## config.mk

```make
export PLATFORM = sky130hd
export DESIGN_NAME = fetch_unit
export DESIGN_NICKNAME = d
export VERILOG_FILES = /design/src/rtl/fetch_unit_pkg.sv /design/src/rtl/fetch_fifo.sv /design/src/rtl/fetch_unit.sv
export SDC_FILE = /design/constraint.sdc
export NUM_CORES = 1
export LEC_CHECK = 0
export CAP_MARGIN = 15
export CORE_UTILIZATION = 28
export DETAILED_ROUTE_END_ITERATION = 6
export GPL_TIMING_DRIVEN = 1
export PLACE_DENSITY = 0.53
export SLEW_MARGIN = 20
export SYNTH_ARGS = -nofsm -noshare
export SYNTH_HDL_FRONTEND = slang
export SYNTH_HIERARCHICAL = 1
export SYNTH_SLANG_ARGS = --single-unit
```

## constraint.sdc

```tcl
create_clock -name clk -period 7.5 [get_ports clk]
set_clock_uncertainty 0.15 [all_clocks]
set_input_delay 1.875 -clock clk [delete_from_list [all_inputs] [get_ports clk]]
set_output_delay 1.875 -clock clk [all_outputs]
set_load 0.03 [all_outputs]
```

## src/rtl/fetch_unit_pkg.sv

```systemverilog
// rtl/fetch_unit_pkg.sv - shared fetch constants, queue entry type and helpers
package fetch_unit_pkg;

    localparam logic [31:0] NOP_INST  = 32'h0000_0013;
    localparam logic [6:0]  OP_LOAD   = 7'b000_0011;
    localparam logic [6:0]  OP_LOADFP = 7'b000_0111;

    typedef struct packed {
        logic [31:0] pc;
        logic [31:0] inst;
    } fetch_entry_t;

    function automatic logic is_load(input logic [31:0] inst);
        return (inst[6:0] == OP_LOAD) || (inst[6:0] == OP_LOADFP);
    endfunction

    function automatic logic [31:0] next_pc(input logic [31:0] pc);
        return pc + 32'd4;
    endfunction

endpackage

```

## src/rtl/fetch_fifo.sv

```systemverilog
// rtl/fetch_fifo.sv - small circular FIFO with flush, used for the instruction queue and the PC FIFO
module fetch_fifo #(
    parameter int WIDTH = 32,
    parameter int DEPTH = 2
) (
    input  logic                     clk,
    input  logic                     rst,
    input  logic                     flush,
    input  logic                     push,
    input  logic [WIDTH-1:0]         push_data,
    input  logic                     pop,
    output logic [WIDTH-1:0]         head_data,
    output logic [$clog2(DEPTH):0]   count
);

    localparam int PW = $clog2(DEPTH);
    localparam int CW = $clog2(DEPTH) + 1;
    localparam logic [PW-1:0] LAST_PTR = PW'(DEPTH - 1);
    localparam logic [CW-1:0] FULL_CNT = CW'(DEPTH);

    logic [WIDTH-1:0] mem [DEPTH];
    logic [PW-1:0]    wptr;
    logic [PW-1:0]    rptr;
    logic             do_push;
    logic             do_pop;

    // A push into a full FIFO is legal only when the head leaves in the same cycle.
    assign do_pop    = pop && (count != '0);
    assign do_push   = push && ((count != FULL_CNT) || do_pop);
    assign head_data = mem[rptr];

    function automatic logic [PW-1:0] ptr_inc(input logic [PW-1:0] p);
        return (p == LAST_PTR) ? '0 : p + PW'(1);
    endfunction

    always_ff @(posedge clk or posedge rst) begin
        if (rst) begin
            wptr  <= '0;
            rptr  <= '0;
            count <= '0;
        end else if (flush) begin
            wptr  <= '0;
            rptr  <= '0;
            count <= '0;
        end else begin
            if (do_push) wptr <= ptr_inc(wptr);
            if (do_pop)  rptr <= ptr_inc(rptr);
            case ({do_push, do_pop})
                2'b10:   count <= count + CW'(1);
                2'b01:   count <= count - CW'(1);
                default: count <= count;
            endcase
        end
    end

    always_ff @(posedge clk) begin
        if (do_push && !flush) mem[wptr] <= push_data;
    end

`ifndef SYNTHESIS
    always @(posedge clk) begin
        if (!rst) assert (!(push && !flush && (count == FULL_CNT) && !do_pop));
    end
`endif

endmodule

```

## src/rtl/fetch_unit.sv

```systemverilog
// rtl/fetch_unit.sv - credit-based instruction fetch with in-order response queue and redirect flush
module fetch_unit
    import fetch_unit_pkg::*;
#(
    parameter logic [31:0] RESET_PC = 32'h0000_0000,
    parameter int          DEPTH    = 2
) (
    input  logic        clk,
    input  logic        rst,
    input  logic        i_hold,
    input  logic        i_redirect,
    input  logic [31:0] i_redirect_pc,
    output logic        o_imem_req,
    output logic [31:0] o_imem_addr,
    input  logic        i_imem_gnt,
    input  logic        i_imem_rvalid,
    input  logic [31:0] i_imem_rdata,
    output logic        o_f_valid,
    output logic [31:0] o_f_pc,
    output logic [31:0] o_f_inst
);

    localparam int CW = $clog2(DEPTH) + 1;
    localparam logic [CW:0]   DEPTH_X = (CW + 1)'(DEPTH);
    localparam logic [CW-1:0] ZERO_C  = '0;

    logic [31:0]   pc;
    logic [31:0]   last_pc;
    logic [CW-1:0] outstanding;
    logic [CW-1:0] discard;
    logic [CW-1:0] q_count;
    logic [CW-1:0] pcq_count;
    logic [31:0]   pcq_head;
    fetch_entry_t  q_head;
    fetch_entry_t  q_push_data;
    logic          grant;
    logic          rv_live;
    logic          rv_stale;
    logic          q_pop;
    logic          q_push;
    logic [CW:0]   committed;
    logic [CW:0]   discard_redir;

    assign grant    = o_imem_req && i_imem_gnt;
    assign rv_stale = i_imem_rvalid && (discard != ZERO_C);
    assign rv_live  = i_imem_rvalid && (discard == ZERO_C);
    assign q_pop    = o_f_valid && !i_hold && !i_redirect;
    assign q_push   = rv_live && !i_redirect;

    // Slots already spoken for once this cycle's pop retires; stale responses hold no slot.
    assign committed     = {1'b0, q_count} - {ZERO_C, q_pop} + {1'b0, outstanding};
    assign discard_redir = {1'b0, discard} + {1'b0, outstanding} - {ZERO_C, i_imem_rvalid};

    assign o_imem_req  = !i_redirect && (committed < DEPTH_X);
    assign o_imem_addr = pc;
    assign o_f_valid   = (q_count != ZERO_C);
    assign o_f_pc      = o_f_valid ? q_head.pc : last_pc;
    assign o_f_inst    = o_f_valid ? q_head.inst : NOP_INST;

    assign q_push_data.pc   = pcq_head;
    assign q_push_data.inst = i_imem_rdata;

    fetch_fifo #(.WIDTH(32), .DEPTH(DEPTH)) u_pc_fifo (
        .clk       (clk),
        .rst       (rst),
        .flush     (i_redirect),
        .push      (grant),
        .push_data (pc),
        .pop       (rv_live),
        .head_data (pcq_head),
        .count     (pcq_count)
    );

    fetch_fifo #(.WIDTH($bits(fetch_entry_t)), .DEPTH(DEPTH)) u_inst_queue (
        .clk       (clk),
        .rst       (rst),
        .flush     (i_redirect),
        .push      (q_push),
        .push_data (q_push_data),
        .pop       (q_pop),
        .head_data (q_head),
        .count     (q_count)
    );

    always_ff @(posedge clk or posedge rst) begin
        if (rst) begin
            pc          <= RESET_PC;
            last_pc     <= RESET_PC;
            outstanding <= '0;
            discard     <= '0;
        end else begin
            if (q_pop) last_pc <= q_head.pc;
            if (i_redirect) begin
                // Everything still in flight becomes stale, minus a response landing right now.
                pc          <= i_redirect_pc;
                outstanding <= '0;
                discard     <= discard_redir[CW-1:0];
            end else begin
                if (grant) pc <= next_pc(pc);
                case ({grant, rv_live})
                    2'b10:   outstanding <= outstanding + CW'(1);
                    2'b01:   outstanding <= outstanding - CW'(1);
                    default: outstanding <= outstanding;
                endcase
                if (rv_stale) discard <= discard - CW'(1);
            end
        end
    end

`ifndef SYNTHESIS
    always @(posedge clk) begin
        if (!rst) begin
            assert (!(grant && ({1'b0, outstanding} >= DEPTH_X)));
            assert (!(i_redirect && discard_redir[CW]));
            assert (!(i_imem_rvalid && (outstanding == ZERO_C) && (discard == ZERO_C)));
            assert (outstanding == pcq_count);
        end
    end
`endif

endmodule

```

### After elaboration in Yosys (flattened, before gate mapping)

Memories as Yosys holds them, arrays and structs flattened.
Index checks and enable logic that the tools add are counted.

* memories: 2
* output and inout bits: 98
* bits of input ports: 70
* bits in writable memories: 192
* register bits: 76

Memories
* u_inst_queue.mem: depth 2, width 64, read ports 1, clocked after memory_dff 0, wr ports 1, RTL line fetch_fifo.sv:21 `logic [WIDTH-1:0] mem [DEPTH];`
* u_pc_fifo.mem: depth 2, width 32, read ports 1, clocked after memory_dff 0, wr ports 1, RTL line fetch_fifo.sv:21

* add/subtract/negate cells: 16
* equality and inequality tests: 8
* magnitude comparators: 1
* muxes and demuxes: 28
* reductions and logical operators: 30

Operator list (count)
* $mux 32: 4
* $add 32x3->32 const B: 1
* $reduce_bool 2->1: 9
* $mux 1: 16
* $logic_and 1x1->1: 13
* $pmux 2 s2: 3
* $mux 2: 5
* $reduce_bool 3->1: 3
* $sub 2x1->2 const B: 4
* $add 2x1->2 const B: 3
* $eq 2x1->1 const B: 3
* $eq 2x2->1 const B: 3
* $add 1x1->1 const B: 4
* $ne 2x2->1 const B: 2
* $add 3x2->3: 1
* $lt 3x2->1 const B: 1
* $sub 2x1->3: 1
* $add 2x2->2: 1
* $logic_not 1->1: 2
* $logic_not 2->1: 1
* $logic_or 1x1->1: 2
* $sub 2x1->2: 1

### Logic depth before layout (Yosys ltp)

Gate-level depths: netlist (run 1).

* depth in word-level cells: 12
* mapped depth: 13

### Cells and area by module

The synthesis (run 1) kept the hierarchy.

By module, submodules not included
* fetch_fifo at u_inst_queue: cells an instance 225, area each 4862.2 um2, seq. area each 3943.8 um2, times used 1
* fetch_unit: cells an instance 465, area each 4105.2 um2, seq. area each 1701.6 um2, times used 1
* fetch_fifo at u_pc_fifo: cells an instance 126, area each 2552.4 um2, seq. area each 2021.9 um2, times used 1

### Least setup slack after synthesis (run 1)

Ideal clock, no wire load.

* kind: input to register
* from: input port i_hold
* to: memory u_inst_queue/mem[1][0] in the netlist's numbering (enable)
* library setup time: 0.579 ns
* setup slack: -0.988 ns
* buffers on the path: 2
* required time: 6.771 ns
* cell stages on the path: 6
* arrival: 7.759 ns
* cells stage by stage: or3_1 clkbuf_1 inv_1 buf_1 o31ai_4 nor3b_1

* word-level cells in the longest chain between the ends: 9

RTL lines
* from (decl): RTL line fetch_unit.sv:10 `input logic i_hold,`
* $logic_not 1->1: RTL line fetch_unit.sv:47 `assign q_pop = o_f_valid && !i_hold && !i_redirect;`
* $logic_and 1x1->1 (2 in a row): RTL line fetch_unit.sv:47
* net q_pop: RTL line fetch_unit.sv:39 `logic q_pop;`
* $logic_and 1x1->1: RTL line fetch_fifo.sv:28 `assign do_pop = pop && (count != '0);`
* $logic_or 1x1->1: RTL line fetch_fifo.sv:29 `assign do_push = push && ((count != FULL_CNT) || do_pop);`
* $logic_and 1x1->1: RTL line fetch_fifo.sv:29
* $logic_and 1x1->1: RTL line fetch_fifo.sv:57 `if (do_push && !flush) mem[wptr] <= push_data;`
* $mux 1: RTL line fetch_fifo.sv:57
* $mux 1 (not written as such): RTL line fetch_fifo.sv:57
* to (decl): RTL line fetch_fifo.sv:21

The timed path passes the listed nets, and every way through them passes these cells.

### Final worst setup path (run 1)

* from: input port i_hold
* to: output port o_imem_req

* word-level cells in the longest chain between the ends: 7

RTL lines
* $logic_not 1->1: RTL line fetch_unit.sv:47
* $logic_and 1x1->1 (2 in a row): RTL line fetch_unit.sv:47
* $sub 2x1->3: RTL line fetch_unit.sv:51 `assign committed = {1'b0, q_count} - {ZERO_C, q_pop} + {1'b0, outstanding};`
* $add 3x2->3: RTL line fetch_unit.sv:51
* $lt 3x2->1: RTL line fetch_unit.sv:54 `assign o_imem_req = !i_redirect && (committed < DEPTH_X);`
* $logic_and 1x1->1: RTL line fetch_unit.sv:54
* to (decl): RTL line fetch_unit.sv:13 `output logic o_imem_req,`

Every way passes these cells.

==> qor.csv, run 1 <==
metric;value;unit
commonest non-fill, non-tap cell in the layout;edfxtp_1;
clk_lat worst skew;0.55;ns
port buffer count;167;
site row count;73;
Starting Density;28.7;%
Sink Count;268;
setup TNS;0;ns
clk buf depth;3;
Pleak;0.00526;uW
worst-path maximum fanout;9;
slew margin rel.;29.5;%
Core Box Area;40200;sq um
P per Cell Area;292;nW/um^2
CTS buffer count;31;
post-CTS resize count;0;
Max Slew Vio Count;0;
Worst path max stage delay;0.48;ns
area delta synth->final;28.4;%
synth unique cells;58;
Nets;1067;
combinational family with the most area after synthesis;multiplexers;
crit path time final;6.64;ns
# hold bufs at CTS;0;
Worst setup SP type;primary input;
gr usage total;12.9;%
Post-Layout Cell Count;1539;
Mean Syn Cell Area;14.1;sq um
DRC violations left;0;
max frequency;151;MHz
number of global-route vias before repair;7104;
endpoints failing hold;0;
synthesized flop and latch total;268;
# diodes;0;
Post-synth ARST share;28.4;%
Cell Area, Synth;11500;sq um
CTS root buf;clkbuf_16;
period utilisation layout;88.6;%
CP Cell Sequence;clkdlybuf4s50_1, or3_1, inv_1, ha_1, nand2b_1, fa_1, xor2_1, and3_1, buf_12;
Ports;168;
number of flops mapped to enable cells by yosys;192;
Overflow after GRT;0;
slew at the pin with the worst max-slew slack;1.06;ns
Synth Area in XOR/XNOR;1.52;%
Syn Nets;893;
max_cap viols;0;
share of cells above drive strength 1;21.0;%
mux contribution to synthesized area;13.4;%
die width;205;um
required time of the critical path;5.48;ns
die area;42000;sq um
antenna-violating nets left;0;
first-pass GRT wire length;41700;um
RSZ-0062 raised after global routing;false;
CTS tree;done;
placed cells;1482;
Top FF cell, synth;edfxtp_1;
Seq/Total Area, Yosys;66.6;%
synth warn;6;
Worst-path clk slew;0.05;ns
Simple-Gate Fraction of Synth Area;11.2;%
Synth Area in Adders;0.825;%
Worst Setup Path Type;primary input to output port;
via count;7010;
Compound-Gate Fraction of Synth Area;4.28;%
Routed WL;27000;um
Post-Synthesis Cells;816;
Setup Fix Bufs, Post-CTS;0;
via density per instance;4.55;
routed len/inst;17.5;um
Critical Path End Type;output port;
largest net degree at the start of global routing;71;
commonest cells after routing, fill and taps aside;edfxtp_1, clkdlybuf4s50_1, nand2_1;
Hold Path Class;flop to flop;
status;finished clean;
DR iter-0 viols;401;
buffers plus inverters on the worst setup path;3;
IR Drop Worst-Case VDD;0.203;mV
TritonRoute pass-1 iters;4;
Critical Path AT;4.62;ns
Final GP Congestion;0.754;
initial antenna violation count;0;
Crit-path slowest cell;xor2_1;
DP HPWL;17400;um
H-tree Lvls;1;
Die Ht;205;um
cell family with most CP delay;simple AND/OR/NAND/NOR gates;
setup violators final;0;
cell type report:
cell class                      count  area [sq um]
Multi-Input combinational cell    493          3640
Inverter                           18          67.6
Sequential cell                   268          7670
Clock buffer                       40           830
Timing Repair Buffer              178          1760
Fill cell                        3890         25400
Tap cell                          525           657
Clock inverter                     17           165
cells by family (layout without fill, tap and decap cells):
logic type,count (synthesis),after routing
AO/OA/AOI/OAI,67,67
XOR/XNOR,20,20
adder cells (fa/ha/maj),7,7
buffers and inverters,55,253
flip-flops,268,268
multiplexers,137,137
AND/OR/NAND/NOR,262,262
where the power goes:
part / switching [uW] / internal [uW]
Clock: 584 / 879
Combinational: 556 / 435
Sequential: 115 / 1750
Total: 1260 / 3070
registers in the layout, indices dropped and copies added (netlist names):
register	cells
u_pc_fifo/wptr	1
discard	2
u_pc_fifo/mem	64
u_inst_queue/rptr	1
last_pc	32
u_inst_queue/count	2
u_inst_queue/wptr	1
u_inst_queue/mem	128
u_pc_fifo/rptr	1
o_imem_addr	32
outstanding	2
u_pc_fifo/count	2
stage by stage:
stage / power (uW) / setup WS [ns] / hold WS (ns) / area [sq um] / utilization (%)
after floorplan: 2480 / 0.154 / 0.290 / 11500 / -
after global placement: 2890 / 0.916 / 0.301 / 13800 / 34.3
after detailed placement: 2900 / 0.916 / 0.307 / 13800 / 34.3
after CTS: 4390 / 0.907 / 0.321 / 14800 / 36.8
after global routing: 4530 / 0.736 / 0.336 / 14800 / 36.8
final: 4320 / 0.858 / 0.317 / 14800 / 36.8
cell usage after synthesis, types with 9 or more instances:
library cell | count | area share [%]
edfxtp_1 | 192 | 50
nand2_1 | 134 | 4.4
mux2_2 | 130 | 13
dfrtp_1 | 76 | 17
nor2b_1 | 35 | 1.9
nand3_1 | 17 | 0.74
inv_1 | 15 | 0.49
nor2_1 | 15 | 0.49
o21ai_0 | 15 | 0.65
clkbuf_1 | 13 | 0.42
xnor2_1 | 12 | 0.91
o211ai_1 | 10 | 0.65
a21oi_1 | 9 | 0.39
buf_2 | 9 | 0.39
worst min-delay path, stage by stage (launching register included):
cell     delay [ns]
dfrtp_1        0.33
nand2_1        0.05
nand2_1        0.05
worst paths after layout:
check | startpoint | end | slack, ns | depth (start not counted)
min in group asynchronous | rst | u_inst_queue/wptr$_DFFE_PP0P_ | 1.48 | 2
max in group asynchronous | rst | last_pc[22]$_DFFE_PP0P_ | 4.69 | 3
worst max register to register | u_inst_queue/count[0]$_DFFE_PP0P_ | u_pc_fifo/mem[1][22]$_DFFE_PP_ | 3.24 | 11
worst min-delay path | last_pc[20]$_DFFE_PP0P_ | last_pc[20]$_DFFE_PP0P_ | 0.32 | 2
worst min register to register | last_pc[20]$_DFFE_PP0P_ | last_pc[20]$_DFFE_PP0P_ | 0.32 | 2
worst max-delay path | i_hold | o_imem_req | 0.86 | 9
per-layer routing:
metal  vias up  wire, um  global-route usage (%)  part of all wire (%)
met3        38      1900                    2.83                   7.0
li1       3349         -                       -                     -
met1      3426     12800                    18.5                    47
met2       197     11700                    19.6                    44
met5         -         0                       0                     0
met4         0       514                    2.96                   1.9
(Power assumes the default switching activity.)
==> inputs of run 2 (changes only) <==
- CORE_ASPECT_RATIO: unset -> 0.6
==> run 2 against run 1 <==
Via count rose by 0.77%. Clock power fell by 7%. Critical path depth did not move. Setup slack improved by 0.52 ns. Largest cell class unchanged. Largest power group unchanged.
==> qor.csv, run 2 (synthesized netlist as in run 1, its figures left out) <==
metric;value;unit
worst flop-to-flop path endpoint;u_pc_fifo/mem[1][14]$_DFFE_PP_;
slew at the pin with the worst max-slew slack;1.02;ns
required time of the critical path;5.48;ns
Max Slew Vio Count;0;
Ports;168;
crit path time final;6.12;ns
Overflow after GRT;0;
DRC violations left;0;
H-tree Lvls;1;
Nets;1067;
share of cells above drive strength 1;20.7;%
max frequency;163;MHz
area delta synth->final;27.8;%
Worst path max stage delay;0.42;ns
setup TNS;0;ns
RSZ-0062 raised after global routing;false;
die area;42000;sq um
gr usage total;13.3;%
Critical Path AT;4.10;ns
top flop regs;u_inst_queue/mem x128, u_pc_fifo/mem x64;
antenna-violating nets left;0;
P per Cell Area;287;nW/um^2
DP HPWL;18500;um
Core Box Area;40500;sq um
port buffer count;167;
Sink Count;268;
Post-Layout Cell Count;1543;
worst hold slack;0.322;ns
Worst-path clk slew;0.05;ns
via count;7064;
first-pass GRT wire length;43100;um
routed len/inst;18.1;um
# hold bufs at CTS;0;
cell family with most CP delay;simple AND/OR/NAND/NOR gates;
Routed WL;27900;um
Worst Setup Path Type;primary input to output port;
clk buf depth;3;
Starting Density;28.4;%
site row count;57;
status;finished clean;
via density per instance;4.58;
origin of the critical flop-to-flop path;u_inst_queue/count[0]$_DFFE_PP0P_;
CTS tree;done;
CTS buffer count;27;
die width;264;um
max_cap viols;0;
endpoints failing hold;0;
setup violators final;0;
largest net degree at the start of global routing;71;
stages on the worst setup path;9;
clk_lat worst skew;0.56;ns
CP endpoint;o_imem_req;
Critical Path End Type;output port;
Final GP Congestion;0.772;
Setup Fix Bufs, Post-CTS;0;
TritonRoute pass-1 iters;4;
period utilisation layout;81.6;%
buffers plus inverters on the worst setup path;3;
Hold Path Class;flop to flop;
IR Drop Worst-Case VDD;0.165;mV
number of global-route vias before repair;7189;
slew margin rel.;31.8;%
Pleak;0.00521;uW
Worst Reg2Reg Path Length in Cells;11;
DR iter-0 viols;378;
commonest cells after routing, fill and taps aside;edfxtp_1, clkdlybuf4s50_1, nand2_1;
largest register by flop count;u_inst_queue/mem;
post-CTS resize count;0;
Reg2Reg Setup Slack;3.50;ns
crit path from;i_hold;
CTS root buf;clkbuf_16;
Die Ht;159;um
CP Cell Sequence;clkdlybuf4s50_1, or3_1, inv_1, ha_1, nand2b_1, fa_1, xor2_1, and3_1, buf_4;
Worst setup SP type;primary input;
initial antenna violation count;1;
worst-path maximum fanout;2;
commonest non-fill, non-tap cell in the layout;edfxtp_1;
placed cells;1491;
max reg flops;128;
Crit-path slowest cell;fa_1;
==> run 2: through the flow <==
step | setup WS [ns] | cell area (sq um) | total power, uW | utilization [%]
floorplan | 0.154 | 11500 | 2480 | -
global placement | 1.36 | 13800 | 2890 | 34.1
detailed placement | 1.35 | 13800 | 2900 | 34.1
CTS | 1.35 | 14700 | 4290 | 36.3
global route | 1.26 | 14700 | 4430 | 36.3
finish | 1.38 | 14700 | 4220 | 36.3
==> run 2: layout make-up <==
type                       instances  area, sq um
antenna                            1         2.50
tap                              531          664
timing repair buffer             182         1790
multi-input combinational        493         3640
clock inverter                    19          194
sequential                       268         7670
clock buffer                      31          691
inverter                          18         67.6
fill                            3870        25800
==> run 2: how the worst min path moves through the flow <==
stage	slack (ns)	end	from	depth (start not counted)
6_report	0.32	last_pc[8]$_DFFE_PP0P_	last_pc[8]$_DFFE_PP0P_	2
5_1_grt	0.34	last_pc[22]$_DFFE_PP0P_	last_pc[22]$_DFFE_PP0P_	2
4_1_cts	0.32	last_pc[8]$_DFFE_PP0P_	last_pc[8]$_DFFE_PP0P_	2
3_5_place_dp	0.31	last_pc[16]$_DFFE_PP0P_	last_pc[16]$_DFFE_PP0P_	2
3_3_place_gp	0.30	last_pc[6]$_DFFE_PP0P_	last_pc[6]$_DFFE_PP0P_	2
2_1_floorplan	0.29	last_pc[0]$_DFFE_PP0P_	last_pc[0]$_DFFE_PP0P_	2
==> run 2: layer usage <==
layer	track usage (%)	vias to the layer above	part of all wire, %
met5	0	-	0
met3	2.55	38	3.7
met1	19.3	3540	50
li1	-	3363	-
met4	2.80	0	1.9
met2	20.5	123	44
==> run 2: tightest hold or removal path, cell delays in order, from the launching register on <==
cell and delay [ns]:
dfrtp_1 0.33, nand2_1 0.05, nand2_1 0.06
==> run 2: where the power goes <==
group	total (uW)	internal (uW)	switching, uW
logic	999	438	562
registers	1860	1750	107
clock network	1360	771	591
